===== src/rtl/mem_arbiter.sv =====
// Round-robin arbiter sharing one single-port memory between instruction fetch (IF) and data (D).
// One access is in flight at a time; completion is signalled by a one-cycle ack after MEM_LAT cycles.
module mem_arbiter #(
    parameter int ADDR_W  = 16,
    parameter int DATA_W  = 16,
    parameter int MEM_LAT = 1
) (
    input  logic              clk,
    input  logic              rst,
    input  logic              if_req,
    input  logic [ADDR_W-1:0] if_addr,
    output logic              if_ack,
    output logic [DATA_W-1:0] if_rdata,
    input  logic              d_req,
    input  logic              d_we,
    input  logic [ADDR_W-1:0] d_addr,
    input  logic [DATA_W-1:0] d_wdata,
    output logic              d_ack,
    output logic [DATA_W-1:0] d_rdata,
    output logic              mem_en,
    output logic              mem_we,
    output logic [ADDR_W-1:0] mem_addr,
    output logic [DATA_W-1:0] mem_wdata,
    input  logic [DATA_W-1:0] mem_rdata,
    output logic              busy
);
    typedef enum logic [1:0] {IDLE = 2'd0, ISSUE = 2'd1, WAIT = 2'd2, DONE = 2'd3} state_t;

    // Countdown is 4 bits wide, so MEM_LAT must stay within 1..15.
    localparam logic [3:0] CNT_INIT = 4'(MEM_LAT);

    state_t            state_q, state_d;
    logic [3:0]        cnt_q, cnt_d;
    logic              sel_q, sel_d;     // granted port: 1 = D, 0 = IF
    logic              last_q, last_d;   // port of the previous grant
    logic              we_q, we_d;
    logic              grant;
    logic              capture;

    logic              if_ack_q, if_ack_d;
    logic              d_ack_q, d_ack_d;
    logic [DATA_W-1:0] if_rdata_q, if_rdata_d;
    logic [DATA_W-1:0] d_rdata_q, d_rdata_d;
    logic              mem_en_q, mem_en_d;
    logic              mem_we_q, mem_we_d;
    logic [ADDR_W-1:0] mem_addr_q, mem_addr_d;
    logic [DATA_W-1:0] mem_wdata_q, mem_wdata_d;
    logic              busy_q, busy_d;

    always_ff @(posedge clk or posedge rst) begin
        if (rst) begin
            state_q     <= IDLE;
            cnt_q       <= 4'd0;
            sel_q       <= 1'b0;
            last_q      <= 1'b1;
            we_q        <= 1'b0;
            if_ack_q    <= 1'b0;
            d_ack_q     <= 1'b0;
            if_rdata_q  <= '0;
            d_rdata_q   <= '0;
            mem_en_q    <= 1'b0;
            mem_we_q    <= 1'b0;
            mem_addr_q  <= '0;
            mem_wdata_q <= '0;
            busy_q      <= 1'b0;
        end else begin
            state_q     <= state_d;
            cnt_q       <= cnt_d;
            sel_q       <= sel_d;
            last_q      <= last_d;
            we_q        <= we_d;
            if_ack_q    <= if_ack_d;
            d_ack_q     <= d_ack_d;
            if_rdata_q  <= if_rdata_d;
            d_rdata_q   <= d_rdata_d;
            mem_en_q    <= mem_en_d;
            mem_we_q    <= mem_we_d;
            mem_addr_q  <= mem_addr_d;
            mem_wdata_q <= mem_wdata_d;
            busy_q      <= busy_d;
        end
    end

    always_comb begin
        state_d = state_q;
        cnt_d   = cnt_q;
        sel_d   = sel_q;
        last_d  = last_q;
        we_d    = we_q;
        grant   = 1'b0;
        case (state_q)
            IDLE: begin
                if (if_req || d_req) begin
                    grant   = 1'b1;
                    // On a tie the port that did not win last time is served.
                    sel_d   = d_req && !(if_req && last_q);
                    last_d  = sel_d;
                    we_d    = sel_d && d_we;
                    state_d = ISSUE;
                end
            end
            ISSUE: begin
                cnt_d   = CNT_INIT;
                state_d = WAIT;
            end
            WAIT: begin
                cnt_d = cnt_q - 4'd1;
                if (cnt_q == 4'd1) begin
                    state_d = DONE;
                end
            end
            DONE: begin
                state_d = IDLE;
            end
            default: begin
                state_d = IDLE;
            end
        endcase
    end

    // Outputs are computed one cycle early so that every port comes straight from a flop.
    always_comb begin
        mem_en_d    = (state_d == ISSUE);
        mem_we_d    = (state_d == ISSUE) && we_d;
        mem_addr_d  = mem_addr_q;
        mem_wdata_d = mem_wdata_q;
        if (grant) begin
            mem_addr_d = sel_d ? d_addr : if_addr;
            if (sel_d) begin
                mem_wdata_d = d_wdata;
            end
        end
        capture    = (state_q == WAIT) && (cnt_q == 4'd1);
        if_ack_d   = capture && !sel_q;
        d_ack_d    = capture && sel_q;
        if_rdata_d = if_ack_d ? mem_rdata : if_rdata_q;
        d_rdata_d  = (d_ack_d && !we_q) ? mem_rdata : d_rdata_q;
        busy_d     = (state_d != IDLE);
    end

    assign if_ack    = if_ack_q;
    assign d_ack     = d_ack_q;
    assign if_rdata  = if_rdata_q;
    assign d_rdata   = d_rdata_q;
    assign mem_en    = mem_en_q;
    assign mem_we    = mem_we_q;
    assign mem_addr  = mem_addr_q;
    assign mem_wdata = mem_wdata_q;
    assign busy      = busy_q;

endmodule


===== config.mk =====
export PLATFORM = sky130hd
export DESIGN_NAME = mem_arbiter
export DESIGN_NICKNAME = d
export VERILOG_FILES = /design/src/rtl/mem_arbiter.sv
export SDC_FILE = /design/constraint.sdc
export NUM_CORES = 1
export LEC_CHECK = 0
export ABC_AREA = 1
export CAP_MARGIN = 25
export CORE_UTILIZATION = 56
export CTS_CLUSTER_SIZE = 24
export DETAILED_ROUTE_END_ITERATION = 8
export DONT_BUFFER_PORTS = 1
export PLACE_DENSITY = 0.75
export SLEW_MARGIN = 20
export SYNTH_ARGS = -nofsm -noshare
export SYNTH_HDL_FRONTEND = slang
export SYNTH_SLANG_ARGS = --single-unit

===== constraint.sdc =====
create_clock -name clk -period 2.26 [get_ports clk]
set_input_delay 0.226 -clock clk [delete_from_list [all_inputs] [get_ports clk]]
set_output_delay 0.226 -clock clk [all_outputs]
set_load 0.03 [all_outputs]

==> results by group <==
Timing
  – Max frequency: 567 MHz
  – Crit share post-route: 78.1%
  – Final setup violation count: 0
  – Final setup TNS: 0 ns
  – Fin Clk Skew: 0.0167 ns
  – Max Slew Vio Count: 0
  – RSZ-0062 raised after global routing: false
  – Worst setup margin: 0.496 ns
  – Slew headroom: 59.1%
  – Final Hold Fails: 0
  – Final worst path period need: 1.76 ns
  – Tightest Pin Transition: 0.613 ns

Layout
  – Final nets: 481
  – Layout area overhead: 13.0%
  – Ant diodes: 0
  – Share of layout cells above drive strength 1: 7.04%

Routing
  – Drt via density: 5.27
  – Detail Route Antenna Nets: 0
  – Detailed Route WL: 6.96 mm
  – DR DRC count: 0
  – Routed vias: 2,566
  – Wl on met1: 2.81 mm
  – Iter 0 DRT Violations: 118
  – Wire per inst: 14.3 um
  – Top layer used by detailed routing: met4
  – WL met3: 713 um
  – Initial DRT Pass Iterations: 4
  – Detail Route met2 WL: 3.30 mm

Yosys
  – Mapped Cells: 392
  – Yosys cell types: 21
  – #FFs+latches synth: 78
  – Synth Area per Inst: 8.69 um^2
  – Syn. warnings: 0
  – Syn Nets: 466
  – Post-synthesis sequential area ratio: 57.3%
  – Mapped Area: 0.00341 mm^2

GRT
  – Total GRT Usage: 23.1%
  – Global-route wire length before repair: 11.3 mm
  – Initial antenna violation count: 0
  – Grt ovf: 0
  – Vias in the first global route: 2,520
  – Pin count of the biggest net entering global routing: 49

Critical path
  – WP buf/inv: 1
  – Worst r2r dst: d_rdata[5]
  – Worst-path fanout max: 18
  – Cell occurring most often along the worst timing path: nand2_1
  – CP endpoint kind: register
  – CP Cell Sequence: inv_1, ha_1, nand4_4, nor2_4, nand2_1, nand2_1
  – CP delay by family, top: simple AND/OR/NAND/NOR gates
  – CP Launch Type: register
  – Crit path from: state_q[0]
  – Worst R2R Setup Slack: 0.50 ns
  – Worst Setup Path Type: register to register
  – Worst endpoint required time: 2.53 ns
  – Slowest cell on crit path: dfrtp_1
  – R2R cell count: 6
  – FF-to-FF Start: state_q[0]
  – Crit path largest cell delay: 0.39 ns
  – CP arrival: 2.04 ns

CTS
  – Clk sinks: 78
  – CTS tree: built
  – Clock Tree Root: clkbuf_8
  – Gates resized, CTS repair: 0
  – Clock Tree Buf Depth: 2
  – Worst-skew pair later-pin latency: 0.34 ns
  – Setup bufs post-CTS: 0
  – Clk slew on worst S/H paths: 0.08 ns
  – Post-CTS Hold Buffers: 16
  – H-tree Lvls: 3
  – TritonCTS buffer count: 9

Floorplanning
  – Area of the die: 0.00640 mm^2
  – Boundary Pins: 138
  – Initial core utilization: 57.9%
  – Die height: 80.0 um
  – Placement Rows: 28
  – Core Footprint: 0.00589 mm^2
  – Chip width: 80.0 um

Power
  – Leakage power: 2.03 nW
  – Peak supply drop: 812 uV
  – P per Cell Area: 1720 mW/mm^2

Run
  – Max_cap viols: 0

Placed design
  – Detailed placer's ending HPWL: 4.73 mm
  – Place WS: 0.522 ns
  – Port Buf Inserts: 0
  – Final Wtd Congestion: 0.725

Hold path
  – Worst hold path class: input port to register
  – Hold path depth: 2
  – Worst Hold Path EP: if_rdata[3]
  – Hold Crit Start: mem_rdata[3]

Outcome
  – Status: finished, final reports clean
cells by family after synthesis:
group / Yosys count / share of synthesized area (%)
DFF: 78 / 57.3
and+or+nand+nor: 208 / 27.3
adders and majority gates: 5 / 1.84
AOI/OAI and AO/OA: 38 / 5.58
buffers and inverters: 63 / 7.94
registers in the layout, indices dropped and copies added (netlist names):
register / count
busy: 1
cnt_q: 4
d_ack: 1
d_rdata: 16
if_ack: 1
if_rdata: 16
last_q: 1
mem_addr: 16
mem_en: 1
mem_wdata: 16
mem_we: 1
sel_q: 1
state_q: 2
we_q: 1
cell usage in the layout (no fill, tap or decap), drive strengths merged:
cell,synthesis,final
clkbuf,4,11
dfrtp,77,77
buf,10,2
nand3b,16,16
nor2,9,9
clkinv,0,2
clkinvlp,0,1
nand4,1,1
a21oi,2,2
nor3b,2,2
inv,49,48
dfstp,1,1
bufinv,0,3
dlygate4sd3,0,16
nand3,21,21
ha,5,5
nand2,159,159
o21ai,36,36
cells in the mapped netlist:
library cell	count	area (um^2)
nand2_1	155	582
nor3b_1	2	15.0
inv_2	2	7.51
clkbuf_1	3	11.3
nand3b_1	16	120
a21oi_1	2	10.0
dfstp_2	1	26.3
nand3_4	1	17.5
nand3_1	20	100
nor2_1	7	26.3
nand4_4	1	21.3
inv_1	47	176
buf_4	3	22.5
nor2_4	2	22.5
dfrtp_1	77	1930
ha_1	5	62.6
nand2_2	4	25.0
o21ai_0	36	180
buf_6	2	22.5
clkbuf_2	1	5.00
buf_2	5	25.0
metrics by stage:
step	area [um^2]	power (mW)	cells	hold WS [ns]	utilization, %
2_1_floorplan	3410	5.01	392	0.336	-
3_3_place_gp	3440	5.29	455	0.201	58.5
3_5_place_dp	3440	5.40	455	0.207	58.5
4_1_cts	3850	6.69	487	0.000487	65.4
5_1_grt	3850	7.13	487	0.00624	65.4
6_report	3850	6.63	487	0.0117	65.4
where the power goes:
group | switching (mW) | internal, mW | total (mW)
Sequential | 1.69 | 2.06 | 3.75
Combinational | 1.06 | 0.568 | 1.63
Clock | 0.489 | 0.767 | 1.26
layer usage:
layer  vias up  global-route usage (%)
li1       1237                       -
met3        13                    7.20
met5         -                       0
met2       136                    37.9
met4         0                    9.11
met1      1180                    28.2
final cells by class:
type,instances,area [um^2]
tap,75,93.8
sequential,78,1950
multi-input combinational,251,1180
fill,484,2040
clock buffer,11,141
clock inverter,5,106
inverter,49,185
timing repair buffer,18,188
how the worst max path moves through the flow:
| stage | cells past startpoint | slack, ns | to |
|---|---|---|---|
| 2_1_floorplan | 1 | 0.04 | busy |
| 3_3_place_gp | 6 | 0.59 | d_rdata[15] |
| 3_5_place_dp | 6 | 0.52 | d_rdata[1] |
| 4_1_cts | 6 | 0.51 | d_rdata[1] |
| 5_1_grt | 6 | 0.31 | d_rdata[11] |
| 6_report | 6 | 0.50 | d_rdata[5] |
Note: power is estimated with default switching activity, not from simulation.
